==> src/rtl/store_data_aligner.sv <==
`default_nettype none
// ============================================================================
// Module      : store_data_aligner
// Description : RV32I store aligner. Places SB/SH/SW data on the correct byte
//               lanes of a word-aligned data-memory bus, generates byte
//               enables, and splits word-crossing stores into two beats.
// Revision    : 1.0 - initial release
// ============================================================================
module store_data_aligner #(
   parameter bit ALLOW_MISALIGNED = 1'b1
) (
   input  logic        clk_i,
   input  logic        rst_ni,
   input  logic        req_valid_i,
   output logic        req_ready_o,
   input  logic [31:0] addr_i,
   input  logic [31:0] wdata_i,
   input  logic [2:0]  funct3_i,
   output logic        mem_valid_o,
   input  logic        mem_ready_i,
   output logic [31:0] mem_addr_o,
   output logic [31:0] mem_wdata_o,
   output logic [3:0]  mem_be_o,
   output logic        done_o,
   output logic        err_o
);

   localparam logic [1:0] c_IDLE  = 2'd0;
   localparam logic [1:0] c_BEAT0 = 2'd1;
   localparam logic [1:0] c_BEAT1 = 2'd2;

   localparam logic [2:0] c_F3_SB = 3'b000;
   localparam logic [2:0] c_F3_SH = 3'b001;
   localparam logic [2:0] c_F3_SW = 3'b010;

   logic [1:0]  r_state;
   logic        r_mem_valid;
   logic [31:0] r_mem_addr;
   logic [31:0] r_mem_wdata;
   logic [3:0]  r_mem_be;
   logic        r_done;
   logic        r_err;
   logic        r_split;
   logic [31:0] r_b1_addr;
   logic [31:0] r_b1_wdata;
   logic [3:0]  r_b1_be;

   logic        w_accept;
   logic        w_legal;
   logic [31:0] w_masked;
   logic [3:0]  w_base_be;
   logic [63:0] w_shift_data;
   logic [7:0]  w_shift_be;
   logic        w_split;
   logic [31:0] w_b0_addr;
   logic [31:0] w_b1_addr;

   // Ready only when idle and out of reset, so nothing is accepted mid-store.
   assign req_ready_o = (r_state == c_IDLE) && rst_ni;
   assign w_accept    = req_valid_i && req_ready_o;

   // Size masking and lane shifting of the incoming request.
   always_comb begin
      w_legal   = 1'b1;
      w_masked  = wdata_i;
      w_base_be = 4'b1111;
      case (funct3_i)
         c_F3_SB: begin
            w_masked  = {24'd0, wdata_i[7:0]};
            w_base_be = 4'b0001;
         end
         c_F3_SH: begin
            w_masked  = {16'd0, wdata_i[15:0]};
            w_base_be = 4'b0011;
         end
         c_F3_SW: begin
            w_masked  = wdata_i;
            w_base_be = 4'b1111;
         end
         default: begin
            w_legal   = 1'b0;
            w_masked  = wdata_i;
            w_base_be = 4'b1111;
         end
      endcase
      w_shift_data = {32'd0, w_masked} << {addr_i[1:0], 3'b000};
      w_shift_be   = {4'd0, w_base_be} << addr_i[1:0];
      w_split      = |w_shift_be[7:4];
      w_b0_addr    = {addr_i[31:2], 2'b00};
      w_b1_addr    = w_b0_addr + 32'd4;
   end

   // Store sequencer: accept, issue one or two beats, then signal completion.
   always_ff @(posedge clk_i) begin
      if (!rst_ni) begin
         r_state     <= c_IDLE;
         r_mem_valid <= 1'b0;
         r_mem_addr  <= 32'd0;
         r_mem_wdata <= 32'd0;
         r_mem_be    <= 4'd0;
         r_done      <= 1'b0;
         r_err       <= 1'b0;
         r_split     <= 1'b0;
         r_b1_addr   <= 32'd0;
         r_b1_wdata  <= 32'd0;
         r_b1_be     <= 4'd0;
      end else begin
         r_done <= 1'b0;
         r_err  <= 1'b0;
         case (r_state)
            c_IDLE: begin
               if (w_accept) begin
                  if (!w_legal || (w_split && !ALLOW_MISALIGNED)) begin
                     // Rejected: no bus access, just report.
                     r_err  <= 1'b1;
                     r_done <= 1'b1;
                  end else begin
                     r_state     <= c_BEAT0;
                     r_mem_valid <= 1'b1;
                     r_mem_addr  <= w_b0_addr;
                     r_mem_wdata <= w_shift_data[31:0];
                     r_mem_be    <= w_shift_be[3:0];
                     r_split     <= w_split;
                     r_b1_addr   <= w_b1_addr;
                     r_b1_wdata  <= w_shift_data[63:32];
                     r_b1_be     <= w_shift_be[7:4];
                  end
               end
            end
            c_BEAT0: begin
               if (mem_ready_i) begin
                  if (r_split) begin
                     r_state     <= c_BEAT1;
                     r_mem_addr  <= r_b1_addr;
                     r_mem_wdata <= r_b1_wdata;
                     r_mem_be    <= r_b1_be;
                  end else begin
                     r_state     <= c_IDLE;
                     r_mem_valid <= 1'b0;
                     r_mem_addr  <= 32'd0;
                     r_mem_wdata <= 32'd0;
                     r_mem_be    <= 4'd0;
                     r_done      <= 1'b1;
                  end
               end
            end
            c_BEAT1: begin
               if (mem_ready_i) begin
                  r_state     <= c_IDLE;
                  r_mem_valid <= 1'b0;
                  r_mem_addr  <= 32'd0;
                  r_mem_wdata <= 32'd0;
                  r_mem_be    <= 4'd0;
                  r_done      <= 1'b1;
               end
            end
            default: begin
               r_state     <= c_IDLE;
               r_mem_valid <= 1'b0;
               r_mem_addr  <= 32'd0;
               r_mem_wdata <= 32'd0;
               r_mem_be    <= 4'd0;
            end
         endcase
      end
   end

   assign mem_valid_o = r_mem_valid;
   assign mem_addr_o  = r_mem_addr;
   assign mem_wdata_o = r_mem_wdata;
   assign mem_be_o    = r_mem_be;
   assign done_o      = r_done;
   assign err_o       = r_err;

endmodule
`default_nettype wire

==> config.mk <==
export PLATFORM = sky130hd
export DESIGN_NAME = store_data_aligner
export DESIGN_NICKNAME = d
export VERILOG_FILES = /design/src/rtl/store_data_aligner.sv
export SDC_FILE = /design/constraint.sdc
export NUM_CORES = 1
export LEC_CHECK = 0
export ABC_AREA = 1
export ABC_CLOCK_PERIOD_IN_PS = 2300
export BUFFER_PORTS_ARGS = -buffer_cell sky130_fd_sc_hd__buf_2
export CORE_MARGIN = 2
export CORE_UTILIZATION = 40
export CTS_BUF_LIST = sky130_fd_sc_hd__clkbuf_4 sky130_fd_sc_hd__clkbuf_8
export DETAILED_ROUTE_END_ITERATION = 10
export PLACE_DENSITY = 0.69
export SYNTH_ARGS = -nofsm -noshare
export SYNTH_HDL_FRONTEND = slang
export SYNTH_SLANG_ARGS = --single-unit
==> constraint.sdc <==
create_clock -name clk_i -period 2.3 [get_ports clk_i]
set_clock_uncertainty 0.2 [all_clocks]
set_input_delay 0.23 -clock clk_i [delete_from_list [all_inputs] [get_ports clk_i]]
set_output_delay 0.23 -clock clk_i [all_outputs]
set_load 0.03 [all_outputs]
# Word level (Yosys, flattened, before mapping)
# Index checks and enable logic that the tools add are counted.
[word_totals]
input_bits = 71
output_inout_bits = 72
wordCells = 71
regBits = 142
[op_classes]
eq_ne = 9
add_sub_neg = 1
muxes = 38
shifts = 2
n_reduce_logical = 10
[ops]
columns = ["operator", "count"]
rows = [
  ["32-bit 2-to-1 mux", 9],
  ["32-bit case mux with 3 select lines", 2],
  ["32-bit case mux with 2 select lines", 1],
  ["32-bit by 5-bit << shifter with 64-bit output", 1],
  ["32-bit by 3-bit adder with 32-bit output (second input constant)", 1],
  ["4-bit 2-to-1 mux", 5],
  ["4-bit case mux with 3 select lines", 1],
  ["1-bit 2-to-1 mux", 11],
  ["2-bit 2-to-1 mux", 5],
  ["2-bit != test (second input constant)", 5],
  ["4-bit case mux with 2 select lines", 1],
  ["4-bit by 2-bit << shifter with 8-bit output", 1],
  ["1-bit case mux with 3 select lines", 2],
  ["2-bit case mux with 3 select lines", 1],
  ["5-bit AND reduction", 1],
  ["4-bit AND reduction", 1],
  ["4-bit OR reduction", 1],
  ["3-bit by 1-bit equality test with 1-bit output (second input constant)", 1],
  ["3-bit by 2-bit equality test with 1-bit output (second input constant)", 1],
  ["3-bit logical NOT", 1],
  ["3-bit AND reduction", 1],
  ["3-bit OR reduction", 1],
  ["2-bit by 1-bit equality test with 1-bit output (second input constant)", 1],
  ["2-bit equality test (second input constant)", 1],
  ["3 further kinds", 4],
]

# Longest topological paths before layout
# Gate-level depths: netlist of the first run.
[logic_depth]
ltp_word = 6
mapped_depth = 10
ltp_nobuf = 10

# Least setup slack after synthesis of the first run
# OpenSTA, ideal clock, no wires.
[synth_path]
path_kind = "register to register"
from = "register r_state[1]"
to = "register r_b1_be[1]"
synth_period_minus_slack_ns = 1.758
t_arrival_ns = 1.430
slack_ns = 0.542
path_stages_with_launch = 9
setup_ns = 0.128
path_buffers = 2
path_cell_list = "dfxtp_1 inv_1 nand2_2 nor2_4 nand3_4 buf_2 buf_2 a21oi_1 nor2_1"
[synth_via]
elab_chain_len = 4
[synth_lines]
columns = ["item", "line_no", "text"]
rows = [
  ["start, declared", "36", "logic [1:0] r_state;"],
  ["start signal, assigned", "96", "r_state <= c_IDLE;"],
  ["start signal, assigned", "118", "r_state <= c_BEAT0;"],
  ["start signal, assigned", "133", "r_state <= c_BEAT1;"],
  ["2-bit logical NOT", "59", "assign req_ready_o = (r_state == c_IDLE) && rst_ni;"],
  ["1-bit logical AND", "59", ""],
  ["named net req_ready_o", "15", "output logic req_ready_o,"],
  ["1-bit logical AND", "60", "assign w_accept = req_valid_i && req_ready_o;"],
  ["3-bit AND reduction (no line)", "-", ""],
  ["end signal, assigned", "126", "r_b1_be <= w_shift_be[7:4];"],
  ["end, declared", "46", "logic [3:0] r_b1_be;"],
]
# The timed path passes the listed nets, and every way through them passes these cells.
# A chain may end at the register's enable or synchronous reset.

# Worst setup path after layout of the first run
[layout_path]
from = "input addr_i[14]"
to = "register r_b1_addr[19]"
[layout_via]
elab_chain_len = 1
[layout_lines]
columns = ["item", "line_no", "text"]
rows = [
  ["start, declared", "16", "input logic [31:0] addr_i,"],
  ["32-bit by 3-bit adder with 32-bit output", "90", "w_b1_addr = w_b0_addr + 32'd4;"],
  ["end signal, assigned", "124", "r_b1_addr <= w_b1_addr;"],
  ["end, declared", "44", "logic [31:0] r_b1_addr;"],
]
# Every way passes these cells.

==> summary.md, run 1 <==
| Metric | Value |
|---|---|
| Setup tns final | `0 ns` |
| Post-synth ARST share | `0` |
| Seq/Total Area, Yosys | `0.3826` |
| Fin. max-slew vios | `0` |
| Placed Cells incl. Taps | `1399` |
| Synthesized cell area | `roughly 6800 um2` |
| Leakage power | `a little under 4 nW` |
| Final core area utilization | `0.5084` |
| Setup crit start kind | `primary input` |
| Pre-CTS setup slack | `0.2377 ns` |
| Crit. End Element | `flop` |
| CTS sink count | `~130` |
| Final hold vios | `0` |
| Wirelength per Cell | `15.06 um` |
| Postcts setup bufs | `0` |
| Placed Area | `between 7000 and 8000 um2` |
| Clk buf depth | `2` |
| Num rows | `47` |
| MaxCap Viol Count | `0` |
| Clk Tree Root Cell | `clkbuf_8` |
| Gates resized, CTS repair | `0` |
| GRT Util Overall | `0.2493` |
| Initial Util | `0.4085` |
| #FFs+latches synth | `129` |
| Clk_lat worst skew | `roughly 0.45 ns` |
| Number of enable flip-flop cells after synthesis | `0` |
| Port Buf Inserts | `between 100 and 150` |
| Slew @ Worst Pin | `0.9929 ns` |
| Initial antenna violation count | `0` |
| DIE WIDTH | `between 100 and 150 um` |
| Min-delay worst type | `primary input to flop` |
| Filler cell count | `around 1700` |
| Area delta synth->final | `24.45%` |
| Layout cells sized above 1 | `0.1679` |
| CTS tree | `built` |
| Status | `finished clean` |
| Final nets | `about 1300` |
| Syn. warnings | `0` |
| Post-Synthesis Cells | `1073` |
| Tmin final | `roughly 2.1 ns` |
| Maximum vdd drop | `0.3375 mV` |
| # hold bufs at CTS | `40` |
| Diode count | `0` |
| Kind of critical path | `primary input to flop` |
| Syn_area_per_cell | `between 6 and 7 um2` |
| Design Area, Final | `between 8000 and 9000 um2` |
| Drt first-iter violations | `547` |
| Post-Layout Cell Count | `between 1000 and 1500` |
| Gp weighted congestion | `~1.0` |
| CP Cell Sequence | `dlygate4sd3_1 -> buf_2 -> nand2_1 -> nor2_1 -> nand2_1 -> nor2_1 -> nand2_1 -> nand2_1 -> dlygate4sd3_1 -> nand3_1 -> nand2_1 -> inv_1` |
| Post-DRT Antenna Nets | `0` |
| Buf/Inv on CP | `4` |
| Total grt overflow | `0` |
| Core footprint | `16520 um2` |
| CP Data Required Time | `between 2 and 2.5 ns` |
| Io pins | `about 140` |
| Power consumption | `between 5 and 6 mW` |
| Crit path max-delay cell type | `dlygate4sd3_1` |
| # setup viols final | `0` |
| Most used cell, CP | `nand2_1` |
| CP top delay family | `buffers and inverters` |
| Vias in the first global route | `just over 7000` |
| Crit share post-route | `0.9320` |
| PD cells | `632.2 nW/um2` |
| DRC | `0` |
| Hold_ws | `between 0.02 and 0.025 ns` |
| Vias | `between 7000 and 8000` |
| Fin worst setup slack | `~0.16 ns` |
| CP max stage delay | `about 0.54 ns` |
| Inserted Clock Buffers | `17` |
| First-pass GRT wire length | `around 35000 um` |
| Top FF cell, synth | `dfxtp_1` |
| Largest net degree at the start of global routing | `a little over 90` |
| Synth unique cells | `32` |
| Clock transition at the registers of the reported paths | `~0.070 ns` |
| Die ar. | `17930 um2` |
| DRT Pass-1 Iters | `6` |
| Fmax | `roughly 470 MHz` |
| Post-Route WL | `roughly 22000 um` |
| HPWL Detailed | `roughly 16000 um` |
| H-Tree Depth | `4` |
| Die Span Y | `between 100 and 150 um` |
| Via-per-instance ratio | `5.075` |
| Unrepaired setup endpoints after global routing | `no` |
| Crit path DAT | `roughly 2.3 ns` |
| Slew headroom | `0.3381` |
| Crit Path Max Fanout | `4` |
==> cells in the final DEF, fill, tap and decap left out, types with 5 or more instances in the layout <==
cell type,count
xor2_1,12
clkbuf_8,19
buf_2,140
a21oi_1,115
inv_1,116
nor2_1,59
inv_6,5
buf_4,21
nand2_1,386
o22ai_1,18
a31oi_1,13
o21ai_0,61
dlygate4sd3_1,40
nand3_1,73
dfxtp_1,129
==> Yosys cell counts, types with 4 or more instances <==
cell type	instances	area, um2
nand2_1	386	1449
dfxtp_1	129	2582
inv_1	116	435.4
a21oi_1	115	575.6
nand3_1	74	370.4
o21ai_0	61	305.3
nor2_1	59	221.5
clkbuf_1	23	86.33
o22ai_1	18	112.6
buf_2	17	85.08
a31oi_1	13	81.33
buf_4	12	90.09
xor2_1	12	105.1
buf_1	5	18.77
inv_2	5	18.77
nor3_1	4	20.02
==> layout make-up <==
cell class                      count  area, um2  area share
Multi-Input combinational cell    766       3438      0.4093
Sequential cell                   129       2582      0.3074
Timing Repair Buffer              202       1279      0.1522
Inverter                          122      459.2     0.05466
Tap cell                          220      275.3     0.03277
Clock buffer                       20      269.0     0.03202
Clock inverter                     12      97.59     0.01162
==> sequential cells by signal (all words and copies together) (netlist names) <==
name and flops:
r_b1_wdata 24, mem_addr_o 30, r_state 2, mem_wdata_o 32, r_b1_be 3, done_o 1
mem_be_o 4, r_split 1, mem_valid_o 1, r_b1_addr 30, err_o 1
==> final timing paths <==
path | slack [ns] | to | cells past startpoint | start
setup / recovery | 0.16 | r_b1_addr[19]$_SDFFE_PN0P_ | 12 | addr_i[14]
hold / removal | 0.02 | r_b1_addr[19]$_SDFFE_PN0P_ | 5 | addr_i[2]
setup reg to reg | 0.31 | mem_wdata_o[0]$_SDFFE_PN0P_ | 7 | r_state[0]$_SDFFE_PN0P_
hold reg to reg | 0.25 | r_b1_addr[4]$_SDFFE_PN0P_ | 2 | r_b1_addr[4]$_SDFFE_PN0P_
==> power breakdown <==
part,switching (mW),internal [mW],total [mW]
clock,0.978,0.833,1.81
sequential,0.0463,2.34,2.39
combinational,0.758,0.355,1.11
total,1.78,3.53,5.31
==> logic make-up (layout without fill, tap and decap cells) <==
family,after synthesis,after routing,synth area share
simple gates,538,538,0.3253
compound gates,213,213,0.1648
buf+inv,179,356,0.1094
flops,129,129,0.3826
xor+xnor,12,12,0.01557
fa+ha+maj,1,1,0.001853
other cells,1,2,0.0005555
==> worst reg2reg max path: stages, from the launching register on <==
cell and delay [ns]:
dfxtp_1 0.34, inv_1 0.09, nand2_2 0.11, nor2_1 0.26
nand2_1 0.30, o21ai_0 0.41, nand2_1 0.09, a21oi_1 0.12
==> routing by layer <==
layer | vias to the layer above | GRT usage | wire length (um)
li1 | 3740 | - | -
met2 | 300 | 0.4262 | 10650
met3 | 52 | 0.05026 | 1459
met4 | 0 | 0.09574 | 624
met1 | 3373 | 0.3091 | 9415
met5 | - | 0 | 0
No activity file was read; power rests on OpenSTA's default activity.
==> inputs of run 2 (changes only) <==
CORE_UTILIZATION = 57   (was 40)
PLACE_DENSITY = 0.9   (was 0.69)
SLEW_MARGIN = 0   (was not set)
==> summary.md, run 2 (synthesis results as in run 1) <==
| Metric | Value |
|---|---|
| H-Tree Depth | `4 (unchanged)` |
| Wirelength per Cell | `15.87 um (+5.4%)` |
| Core footprint | `11470 um2 (-31%)` |
| Min-delay worst type | `primary input to flop` |
| Postcts setup bufs | `0 (unchanged)` |
| Placed Area | `7575 um2 (-0.77%)` |
| Hold path cells | `5 (unchanged)` |
| HPWL Detailed | `14820 um (-5.4%)` |
| Crit path DAT | `2.36 ns (+0.07 ns)` |
| Final hold vios | `0 (unchanged)` |
| DRC | `0 (unchanged)` |
| Area of the multi-input gates | `3451 um2 (+0.36%)` |
| DRT Pass-1 Iters | `5 (-1)` |
| Final core area utilization | `0.7372 (+0.2288)` |
| CTS sink count | `129 (unchanged)` |
| GRT Util Overall | `0.3517 (+0.1024)` |
| Switching power | `1.793 mW (+0.57%)` |
| DIE WIDTH | `112.8 um (-16%)` |
| MaxCap Viol Count | `0 (unchanged)` |
| Clk pwr share | `0.372 (+0.031)` |
| Tmin final | `2.189 ns (+0.04564 ns)` |
| Internal Power | `3.824 mW (+8.4%)` |
| Inserted Clock Buffers | `17 (unchanged)` |
| Crit. End Element | `flop` |
| Clk Tree Root Cell | `clkbuf_8` |
| Drt first-iter violations | `789 (+44%)` |
| Die Span Y | `112.8 um (-16%)` |
| Filler cell count | `935 (-47%)` |
| Vias | `7831 (+4.9%)` |
| Combinational Power Share | `0.202 (-0.008)` |
| Reg area | `2582 um2 (unchanged)` |
| Crit Path Max Fanout | `4 (unchanged)` |
| First-pass GRT wire length | `35870 um (+1.3%)` |
| Layout cells sized above 1 | `0.1688 (+0.0009241)` |
| Reg power frac | `0.426 (-0.023)` |
| Clk buf depth | `2 (unchanged)` |
| Max reg flops | `32 (unchanged)` |
| Reg2Reg Depth | `9 (+2)` |
| Clk_lat worst skew | `0.46 ns (about the same)` |
| Clock transition at the registers of the reported paths | `0.08 ns (about the same)` |
| Io pins | `143 (unchanged)` |
| # setup viols final | `0 (unchanged)` |
| Crit share post-route | `0.9519 (+0.01984)` |
| Design Area, Final | `8453 um2 (+0.63%)` |
| Slew headroom | `0.6441 (+0.3061)` |
| Status | `finished clean` |
| Initial Util | `0.5887 (+0.1802)` |
| Largest net degree at the start of global routing | `68 (-25%)` |
| Via-per-instance ratio | `5.598 (+10%)` |
| Fmax | `456.8 MHz (-2.1%)` |
| Diode count | `0 (unchanged)` |
| Setup crit start kind | `primary input` |
| Slew @ Worst Pin | `0.5332 ns (-0.4597 ns)` |
| Initial antenna violation count | `0 (unchanged)` |
| Fin. max-slew vios | `0 (unchanged)` |
| PD cells | `664.4 nW/um2 (+5.1%)` |
| Commonest non-fill, non-tap cell in the layout | `nand2_1` |
| Leakage power | `3.918 nW (+1.8%)` |
| Setup tns final | `0 ns (unchanged)` |
| Commonest cells after routing, fill and taps aside | `nand2_1, buf_2, dfxtp_1, inv_1, a21oi_1` |
| Post-Route WL | `22210 um (+0.26%)` |
| Num rows | `39 (-17%)` |
| CTS tree | `built` |
| CP Data Required Time | `2.47 ns (+0.02 ns)` |
| Final nets | `1315 (+0.38%)` |
| Gp weighted congestion | `1.026 (+2.7%)` |
| Area delta synth->final | `25.23%` |
| Die ar. | `12730 um2 (-29%)` |
| Total grt overflow | `0 (unchanged)` |
| Post-DRT Antenna Nets | `0 (unchanged)` |
| Maximum vdd drop | `0.4433 mV (+31%)` |
| Unrepaired setup endpoints after global routing | `no` |
| Vias in the first global route | `7539 (+6.3%)` |
| Port Buf Inserts | `140 (unchanged)` |
| Switch share | `0.3192 (-0.01645)` |
| Kind of critical path | `primary input to flop` |
==> run 2: worst max-delay path: stages <==
cell and delay [ns]:
dlygate4sd3_1 0.53, buf_2 0.14, nand2_1 0.08, nor2_1 0.19, nand2_1 0.14, nor2_1 0.15, nand2_1 0.07, nand2_1 0.06
dlygate4sd3_1 0.56, nand3_1 0.08, nand2_1 0.09, inv_1 0.04
==> run 2: timing repair <==
item                                   in CTS  in global routing
setup endpoints to repair                   0                  2
endpoints found under the hold margin      50                  0
resized for setup                           0                  3
hold buffers                               45                  0
==> run 2: power by group through the flow <==
stage               logic (mW)  registers (mW)  clock network [mW]
floorplan                0.565            2.57                   0
global placement          1.03            2.43                   0
detailed placement        1.04            2.44                   0
CTS                       1.11            2.39                2.09
global route              1.24            2.40                2.19
finish                    1.14            2.39                2.09
==> run 2: per-layer routing <==
layer / up-vias / wire length (um) / global-route usage
met1: 3512 / 8503 / 0.4102
met5: - / 0 / 0
li1: 3742 / - / -
met4: 0 / 1046 / 0.1919
met3: 93 / 2072 / 0.07338
met2: 484 / 10580 / 0.6040
==> run 2: final timing paths <==
check	startpoint	endpoint	slack [ns]
min	wdata_i[6]	mem_wdata_o[6]$_SDFFE_PN0P_	0.01
min reg2reg	r_b1_addr[5]$_SDFFE_PN0P_	r_b1_addr[5]$_SDFFE_PN0P_	0.25
max	addr_i[18]	r_b1_addr[19]$_SDFFE_PN0P_	0.11
max reg2reg	r_state[1]$_SDFFE_PN0P_	mem_wdata_o[2]$_SDFFE_PN0P_	0.18
==> run 2: cell type report <==
| class | instances | area share |
|---|---|---|
| clock buffers | 19 | 0.03020 |
| flip-flops and latches | 129 | 0.3055 |
| clock inverters | 13 | 0.01895 |
| well taps | 143 | 0.02117 |
| repair buffers | 207 | 0.1616 |
| multi-input cells | 766 | 0.4082 |
| inverters | 122 | 0.05432 |
==> run 2: stage by stage <==
stage          total power [mW]  hold slack, ns  worst slack, ns  instances
2_1_floorplan             3.136          0.1684           0.5420       1074
3_3_place_gp              3.470          0.2363           0.2987       1322
3_5_place_dp              3.482          0.2413           0.2121       1322
4_1_cts                   5.583        0.001049           0.1264       1399
5_1_grt                   5.824         0.03069          0.02882       1399
6_report                  5.616         0.01405           0.1107       1399
==> inputs of run 3 (changes only) <==
--- a/config.mk
+++ b/config.mk
@@ -14,4 +14,5 @@
 export DETAILED_ROUTE_END_ITERATION = 10
 export PLACE_DENSITY = 0.9
+export RECOVER_POWER = 25
 export SLEW_MARGIN = 0
 export SYNTH_ARGS = -nofsm -noshare
==> constraint.sdc (replaced) <==
create_clock -name clk_i -period 2.3 [get_ports clk_i]
set_clock_uncertainty 0.2 [all_clocks]
set_input_delay 0.46 -clock clk_i [delete_from_list [all_inputs] [get_ports clk_i]]
set_output_delay 0.46 -clock clk_i [all_outputs]
set_load 0.03 [all_outputs]
==> summary.md, run 3 (synthesis results as in run 1) <==
| Metric | Value |
|---|---|
| Crit path max-delay cell type | `dfxtp_1` |
| Total grt overflow | `0 (unchanged)` |
| Via-per-instance ratio | `5.544 (-0.96%)` |
| Filler cell count | `1040 (+11%)` |
| DRT Pass-1 Iters | `6 (+1)` |
| Pre-CTS setup slack | `-0.01871 ns (-0.2308 ns)` |
| Status | `finished clean` |
| CP Cell Sequence | `inv_1 -> nand2_2 -> nor2_1 -> buf_2` |
| Num rows | `39 (unchanged)` |
| First-pass GRT wire length | `34430 um (-4.0%)` |
| Area delta synth->final | `19.41%` |
| CP max stage delay | `0.34 ns (-0.22 ns)` |
| Post-Layout Cell Count | `1368 (-2.2%)` |
| Hold_sp | `rst_ni` |
| Reg2Reg Depth | `9 (unchanged)` |
| Internal Power | `3.845 mW (+0.56%)` |
| Gp weighted congestion | `1.003 (-2.2%)` |
| Fin worst setup slack | `0.1255 ns (+0.01476 ns)` |
| Die ar. | `12730 um2 (unchanged)` |
| Initial Util | `0.5887 (unchanged)` |
| Min-delay worst type | `primary input to flop` |
| Hold path cells | `3 (-2)` |
| Hold worst-path end | `err_o$_SDFF_PP0_` |
| Vias in the first global route | `7313 (-3.0%)` |
| Inserted Clock Buffers | `17 (unchanged)` |
| Io pins | `143 (unchanged)` |
| Max reg flops | `32 (unchanged)` |
| R2R setup slack | `0.21 ns (+0.03 ns)` |
| Commonest cells after routing, fill and taps aside | `nand2_1, dfxtp_1, inv_1, a21oi_1, buf_2` |
| DIE WIDTH | `112.8 um (unchanged)` |
| Slew @ Worst Pin | `0.7447 ns (+0.2115 ns)` |
| MaxCap Viol Count | `0 (unchanged)` |
| GRT Util Overall | `0.3358 (-0.01586)` |
| Combinational Power Share | `0.190 (-0.012)` |
| Switching power | `1.733 mW (-3.3%)` |
| Wirelength per Cell | `15.39 um (-3.0%)` |
| Core footprint | `11470 um2 (unchanged)` |
| DRC | `0 (unchanged)` |
| HPWL Detailed | `15130 um (+2.1%)` |
| Diode count | `0 (unchanged)` |
| PD cells | `692.1 nW/um2 (+4.2%)` |
| Maximum vdd drop | `0.6565 mV (+48%)` |
| Drt first-iter violations | `940 (+19%)` |
| Final hold vios | `0 (unchanged)` |
| Unrepaired setup endpoints after global routing | `no` |
| Tmin final | `2.175 ns (-0.01476 ns)` |
| Crit Path Max Fanout | `5 (+1)` |
| Area of the multi-input gates | `3431 um2 (-0.58%)` |
| Reg area | `2582 um2 (unchanged)` |
| Leakage power | `3.613 nW (-7.8%)` |
| Clk buf depth | `2 (unchanged)` |
| Postcts setup bufs | `0 (unchanged)` |
| CTS sink count | `129 (unchanged)` |
| Final nets | `1284 (-2.4%)` |
| Post-Route WL | `21050 um (-5.2%)` |
| Setup crit start kind | `flop` |
| Post-DRT Antenna Nets | `0 (unchanged)` |
| Reg power frac | `0.429 (+0.003)` |
| Initial antenna violation count | `0 (unchanged)` |
| Switch share | `0.3107 (-0.008492)` |
| Crit. End Element | `primary output` |
| Power consumption | `5.578 mW (-0.68%)` |
| Vias | `7584 (-3.2%)` |
| Port Buf Inserts | `140 (unchanged)` |
| Largest net degree at the start of global routing | `71 (+4.4%)` |
| Worst r2r src | `r_state[1]$_SDFFE_PN0P_` |
| Clk pwr share | `0.381 (+0.009)` |
| Placed Cells incl. Taps | `1336 (+1.1%)` |
| Kind of critical path | `flop to primary output` |
| Fin. max-slew vios | `0 (unchanged)` |
| Commonest non-fill, non-tap cell in the layout | `nand2_1` |
| Die Span Y | `112.8 um (unchanged)` |
| CP Data Required Time | `1.64 ns (-0.83 ns)` |
| Clk Tree Root Cell | `clkbuf_8` |
| Crit path DAT | `1.51 ns (-0.85 ns)` |
| Design Area, Final | `8060 um2 (-4.6%)` |
| Setup tns final | `0 ns (unchanged)` |
| # hold bufs at CTS | `0 (-100%)` |
| # setup viols final | `0 (unchanged)` |
| Crit share post-route | `0.9454 (-0.006417)` |
| Layout cells sized above 1 | `0.1453 (-0.02348)` |
| Placed Area | `7692 um2 (+1.6%)` |
| Gates resized, CTS repair | `0 (unchanged)` |
| CTS tree | `built` |
| Clk_lat worst skew | `0.45 ns (about the same)` |
| Slew headroom | `0.5036 (-0.1406)` |
| Clock transition at the registers of the reported paths | `0.08 ns (about the same)` |
| Fmax | `459.9 MHz (+0.68%)` |
| H-Tree Depth | `4 (unchanged)` |
| Reg-to-reg endpoint | `r_b1_addr[17]$_SDFFE_PN0P_` |
==> run 3: cell count changes in the layout (fill, tap and decap cells not counted), sizes merged <==
cell         before  now
inv             122  121
buf             162  132
dlygate4sd3      45    0
bufinv            3    4
clkinvlp          2    3
clkbuf           19   62
==> run 3: cell type report <==
class,instances,share of cell area
Multi-Input combinational cell,766,0.4256
Sequential cell,129,0.3204
Timing Repair Buffer,176,0.1214
Inverter,122,0.05697
Clock buffer,18,0.02996
Clock inverter,14,0.02344
Tap cell,143,0.02220
==> run 3: metal layers <==
| metal | wire length [um] | vias to the layer above | global-route usage |
|---|---|---|---|
| li1 | - | 3687 | - |
| met1 | 8449 | 3425 | 0.4119 |
| met2 | 10060 | 408 | 0.5689 |
| met3 | 1829 | 64 | 0.06320 |
| met4 | 716 | 0 | 0.1610 |
| met5 | 0 | - | 0 |
==> run 3: critical path, delay by kind of cell (launching register included) <==
kind / cells / cell delay (ns)
AND/OR/NAND/NOR: 2 / 0.37
buffers and inverters: 2 / 0.35
flip-flops: 1 / 0.34
==> run 3: worst max path at each step <==
stage	start	end
CTS	r_state[1]$_SDFFE_PN0P_	req_ready_o
finish	r_state[1]$_SDFFE_PN0P_	req_ready_o
global route	r_state[0]$_SDFFE_PN0P_	req_ready_o
floorplan	addr_i[2]	r_b1_addr[16]$_SDFFE_PN0P_
detailed placement	addr_i[2]	r_b1_addr[22]$_SDFFE_PN0P_
global placement	addr_i[2]	r_b1_addr[16]$_SDFFE_PN0P_
==> run 3: per-stage QoR <==
step                hold WS [ns]    util
finish                    0.1201  0.7029
CTS                       0.1070  0.7083
detailed placement        0.2380  0.6708
global route              0.1072  0.7029
global placement          0.2372  0.6708
floorplan                 0.2234       -
==> run 3: power groups by stage <==
stage	sequential (mW)	combinational [mW]	clock, mW
final	2.39	1.06	2.12
after CTS	2.39	1.07	2.13
after floorplan	2.57	0.565	0
after detailed placement	2.44	1.06	0
after global placement	2.43	1.05	0
after global routing	2.40	1.16	2.23
